$ cat src/rtl/ee201_numlock_defs.sv
// Shared definitions for the number-lock button front-end:
// one-hot channel state codes and the debounce lengths used on the board and in simulation.
package ee201_numlock_defs;

    localparam int STATE_W = 4;

    localparam logic [STATE_W-1:0] ST_INI     = 4'b0001;
    localparam logic [STATE_W-1:0] ST_WQ_P    = 4'b0010;
    localparam logic [STATE_W-1:0] ST_PRESSED = 4'b0100;
    localparam logic [STATE_W-1:0] ST_WQ_R    = 4'b1000;

    localparam int DB_CYCLES_SIM   = 4;
    localparam int DB_CYCLES_BOARD = 1048576;

    // The debounced level is high while pressed or while a release is still being qualified.
    function automatic logic dpb_of(input logic [STATE_W-1:0] st);
        return (st == ST_PRESSED) || (st == ST_WQ_R);
    endfunction

endpackage

$ cat src/rtl/ee201_debounce_chan.sv
// One button channel: two-flop synchronizer, quiet-time counter and a four-state
// one-hot FSM producing a registered debounced level and a one-clock press pulse.
module ee201_debounce_chan
    import ee201_numlock_defs::*;
#(
    parameter int DB_CYCLES = DB_CYCLES_SIM
) (
    input  logic Clk,
    input  logic reset_n,
    input  logic raw,
    output logic DPB,
    output logic SCEN
);

    localparam int CNT_W = $clog2(DB_CYCLES + 1);
    localparam logic [CNT_W-1:0] CNT_ZERO = CNT_W'(0);
    localparam logic [CNT_W-1:0] CNT_ONE  = CNT_W'(1);
    localparam logic [CNT_W-1:0] CNT_LAST = CNT_W'(DB_CYCLES - 1);

    logic               sync1_q;
    logic               sync2_q;
    logic [STATE_W-1:0] state_q;
    logic [STATE_W-1:0] state_d;
    logic [CNT_W-1:0]   cnt_q;
    logic [CNT_W-1:0]   cnt_d;
    logic               dpb_q;
    logic               dpb_d;
    logic               scen_q;
    logic               scen_d;

    // Two-flop synchronizer, nothing between the stages
    always_ff @(posedge Clk or negedge reset_n) begin
        if (!reset_n) begin
            sync1_q <= 1'b0;
            sync2_q <= 1'b0;
        end else begin
            sync1_q <= raw;
            sync2_q <= sync1_q;
        end
    end

    // State, counter and registered outputs
    always_ff @(posedge Clk or negedge reset_n) begin
        if (!reset_n) begin
            state_q <= ST_INI;
            cnt_q   <= CNT_ZERO;
            dpb_q   <= 1'b0;
            scen_q  <= 1'b0;
        end else begin
            state_q <= state_d;
            cnt_q   <= cnt_d;
            dpb_q   <= dpb_d;
            scen_q  <= scen_d;
        end
    end

    // Next-state logic; the counter restarts on every entry to a wait-quiet state
    always_comb begin
        state_d = state_q;
        cnt_d   = cnt_q;
        case (state_q)
            ST_INI: begin
                if (sync2_q) begin
                    state_d = ST_WQ_P;
                    cnt_d   = CNT_ZERO;
                end else begin
                    state_d = ST_INI;
                end
            end
            ST_WQ_P: begin
                if (!sync2_q) begin
                    state_d = ST_INI;
                end else if (cnt_q == CNT_LAST) begin
                    state_d = ST_PRESSED;
                end else begin
                    cnt_d = cnt_q + CNT_ONE;
                end
            end
            ST_PRESSED: begin
                if (!sync2_q) begin
                    state_d = ST_WQ_R;
                    cnt_d   = CNT_ZERO;
                end else begin
                    state_d = ST_PRESSED;
                end
            end
            ST_WQ_R: begin
                if (sync2_q) begin
                    state_d = ST_PRESSED;
                end else if (cnt_q == CNT_LAST) begin
                    state_d = ST_INI;
                end else begin
                    cnt_d = cnt_q + CNT_ONE;
                end
            end
            default: begin
                state_d = ST_INI;
                cnt_d   = CNT_ZERO;
            end
        endcase
    end

    // Output decode from the next state so both outputs land with the state change
    always_comb begin
        dpb_d  = dpb_of(state_d);
        scen_d = (state_q == ST_WQ_P) && (state_d == ST_PRESSED);
    end

    assign DPB  = dpb_q;
    assign SCEN = scen_q;

endmodule

$ cat src/rtl/ee201_numlock_debouncer.sv
// Front-end for the number-lock FSM: two independent debounce channels for the
// U and Z buttons, each giving a clean level and a single-clock press pulse.
module ee201_numlock_debouncer
    import ee201_numlock_defs::*;
#(
    parameter int DB_CYCLES = DB_CYCLES_SIM
) (
    input  logic Clk,
    input  logic reset_n,
    input  logic BtnU_raw,
    input  logic BtnZ_raw,
    output logic U,
    output logic Z,
    output logic U_scen,
    output logic Z_scen
);

    ee201_debounce_chan #(
        .DB_CYCLES (DB_CYCLES)
    ) u_chan_u (
        .Clk     (Clk),
        .reset_n (reset_n),
        .raw     (BtnU_raw),
        .DPB     (U),
        .SCEN    (U_scen)
    );

    ee201_debounce_chan #(
        .DB_CYCLES (DB_CYCLES)
    ) u_chan_z (
        .Clk     (Clk),
        .reset_n (reset_n),
        .raw     (BtnZ_raw),
        .DPB     (Z),
        .SCEN    (Z_scen)
    );

endmodule

$ cat config.mk
export PLATFORM = sky130hd
export DESIGN_NAME = ee201_numlock_debouncer
export DESIGN_NICKNAME = d
export VERILOG_FILES = /design/src/rtl/ee201_numlock_defs.sv /design/src/rtl/ee201_debounce_chan.sv /design/src/rtl/ee201_numlock_debouncer.sv
export SDC_FILE = /design/constraint.sdc
export NUM_CORES = 1
export LEC_CHECK = 0
export ABC_AREA = 1
export CAP_MARGIN = 20
export CORE_ASPECT_RATIO = 0.8
export CORE_UTILIZATION = 60
export DETAILED_ROUTE_END_ITERATION = 10
export PLACE_DENSITY_LB_ADDON = 0.15
export REMOVE_ABC_BUFFERS = 1
export SLEW_MARGIN = 0
export SYNTH_ARGS = -nofsm -noshare
export SYNTH_HDL_FRONTEND = slang
export SYNTH_SLANG_ARGS = --single-unit
$ cat constraint.sdc
create_clock -name Clk -period 2.5 [get_ports Clk]
set_input_delay 0.25 -clock Clk [delete_from_list [all_inputs] [get_ports Clk]]
set_output_delay 0.25 -clock Clk [all_outputs]
set_load 0.005 [all_outputs]
==> results by group <==
Logic synthesis
  • Synth top area share: between 40% and 50%
  • Post-synth top area cell: dfrtp_1
  • Register area share after synthesis: just under 50%
  • Synth area leaders: dfrtp_1 (45%), nand2_1 (9.1%), inv_1 (6.1%), nand3_1 (4.9%), dfstp_2 (4.7%)
  • Syn avg cell area: around 8.4 um^2
  • Ys Warns: 0
  • Post-Syn Area: 1110 um^2
  • Seq cells post-synth: 22
  • Distinct cells, synth: 18
  • Cells after synthesis: roughly 130

CTS
  • H-Tree Depth: 1
  • Post-CTS Hold Buffers: 0
  • Clk sink count: 22
  • CTS buffer count: 3
  • Worst skew pair latency: around 300 ps
  • CTS Buffer Depth: 2
  • CTS tree: built
  • Resize count post-CTS: 0
  • Clock Tree Root: clkbuf_4
  • Postcts setup bufs: 0
  • Reg clk slew, reported paths: 110 ps

Worst hold path
  • Hold Crit Class: in2async

Drt
  • Iter 0 DRT Violations: 32
  • Avg WL per Cell: 11.6 um
  • Pre-antenna DRT Iters: 4
  • Vias: 918
  • Routed WL: 1940 um
  • Drt via density: 5.50
  • Post-DRT Antenna Nets: 0
  • Drt drc: 0

Timing
  • Skew final: 1.82 ps
  • Achievable Freq: ~0.66 GHz
  • Final Hold Vio Count: 0
  • Fin Setup TNS: 0 ps
  • Max-slew violations: 0
  • Worst slew pin tran: 268 ps
  • RSZ-0062 raised after global routing: false
  • Final setup fails: 0
  • Tcrit/Tclk final: 60.9%
  • Crit path time final: about 1500 ps
  • Slew HR: 82.1%

Floorplanning
  • Core ar.: 1680 um^2
  • Die area: 2040 um^2
  • I/O pin count: 8
  • Num rows: 13
  • Initial Util: 66.5%
  • Die height: 40.6 um
  • Die width: 50.2 um

Worst setup path
  • Nature of the critical path endpoint: register
  • Crit Path Max Fanout: 4
  • Worst r2r src: u_chan_u.cnt_q[0]$_DFFE_PN0P_
  • Critical path class: reg2reg
  • CP Launch Type: register
  • Critical R2R Capture: u_chan_u.cnt_q[0]$_DFFE_PN0P_
  • Reg2reg setup slack: between 900 and 1000 ps
  • CP endpoint: u_chan_u.cnt_q[0]$_DFFE_PN0P_
  • Crit path from: u_chan_u.cnt_q[0]$_DFFE_PN0P_
  • Worst-case reg-to-reg path depth: 9
  • Req. time, crit path: 2750 ps
  • Crit path DAT: 1770 ps

Power
  • Leak pwr: 0.000665 uW
  • Max VDD drop: 0.529 mV
  • Power density over cell area: 687 nW/um^2

Layout
  • Final nets: 154
  • Most frequent cells in the layout: nand2_1 (27), dfrtp_1 (20), inv_1 (18), nand3_1 (11), nor2_1 (10)
  • Flip-flop and latch area: 553 um^2
  • Layout cell share with drive strength beyond 1: 15.9%
  • Post-Layout Cell Count: between 150 and 200
  • Synthesis-to-finish area growth: 11.8%
  • N_diodes: 0
  • Post-route cell area: 1250 um^2
  • Commonest non-fill, non-tap cell in the layout: nand2_1
  • Multi-input gate area: 490 um^2
  • Fillers: roughly 130

Placed design
  • RD Place Congestion: 0.850
  • Placed Area: 1220 um^2
  • Hpwl dp: 1470 um
  • Placed insts: approximately 160
  • Port bufs: 7

Run
  • Max cap viols: 0

Run status
  • Status: completed

Global routing
  • GR Overflow Total: 0
  • Antenna violations before repair: 0
  • First-pass GRT wire length: between 3000 and 4000 um
  • Number of global-route vias before repair: 696
  • Largest net degree at the start of global routing: 23
  • Total track usage: 21.5%
-- worst max-delay path: stages, from the launching register on --
cell and delay (ps):
dfrtp_1 410, ha_1 210, ha_1 220, inv_1 120, nand2_1 60, nand4_1 70, nand2_1 110, nor2_2 150
nand2_1 70, nand2_1 60
-- power by group --
part	switching, uW	total, uW	internal, uW
sequential	48.6	460	411
combinational	153	236	83.1
clock	97.7	160	62.2
total	299	856	557
-- registers in the layout (all words and copies together), names as in the netlist, 3 cells and up --
signal and flops:
u_chan_u.state_q 4, u_chan_u.cnt_q 3, u_chan_z.state_q 4, u_chan_z.cnt_q 3
-- cells by family after synthesis --
logic type	share of synthesized area, %
adders and majority gates	4.49
and+or+nand+nor	29.6
buffers and inverters	6.40
DFF	49.6
AOI/OAI and AO/OA	9.88
-- stage by stage --
step | util [%] | hold slack, ps | power [uW] | setup WS, ps
2_1_floorplan | - | -45.6 | 638 | 1130
6_report | 74.4 | 278 | 856 | 979
3_3_place_gp | 72.8 | 332 | 690 | 1060
5_1_grt | 74.4 | 302 | 914 | 856
4_1_cts | 74.4 | 283 | 860 | 970
3_5_place_dp | 72.8 | 342 | 699 | 984
-- how the worst min path moves through the flow --
stage	startpoint	to	slack, ps	depth (start not counted)
floorplan	reset_n	u_chan_u.DPB$_DFF_PN0_	-50	0
global placement	u_chan_z.sync1_q$_DFF_PN0_	u_chan_z.sync2_q$_DFF_PN0_	330	0
detailed placement	u_chan_u.sync1_q$_DFF_PN0_	u_chan_u.sync2_q$_DFF_PN0_	340	0
CTS	reset_n	u_chan_z.state_q[2]$_DFF_PN0_	280	2
global route	reset_n	u_chan_z.state_q[2]$_DFF_PN0_	300	2
finish	reset_n	u_chan_z.DPB$_DFF_PN0_	280	2
-- synth_stat cells --
library cell,instances
dfrtp_1,20
a21oi_1,7
nand4_1,4
nand3_1,11
nor3_2,1
nand2_1,27
o21ai_0,7
ha_1,4
nand2_2,6
dfstp_2,2
o21ai_1,2
inv_2,1
inv_1,18
nor2_1,10
o211ai_1,2
nor2_2,7
nand3_2,2
a21boi_0,2
-- cell type report --
cell class | count | area share [%]
Inverter | 19 | 5.72
Sequential cell | 22 | 44.4
Timing Repair Buffer | 8 | 6.22
Tap cell | 22 | 2.21
Multi-Input combinational cell | 92 | 39.4
Clock buffer | 4 | 2.11
-- layer usage --
| layer | up-vias | routed length (um) | global-route usage, % |
|---|---|---|---|
| met1 | 413 | 957 | 31.0 |
| met5 | - | 0 | 0 |
| met2 | 38 | 817 | 30.3 |
| li1 | 465 | - | - |
| met4 | 0 | 15 | 5.00 |
| met3 | 2 | 149 | 7.95 |
Power figures use the tool's default switching activity.
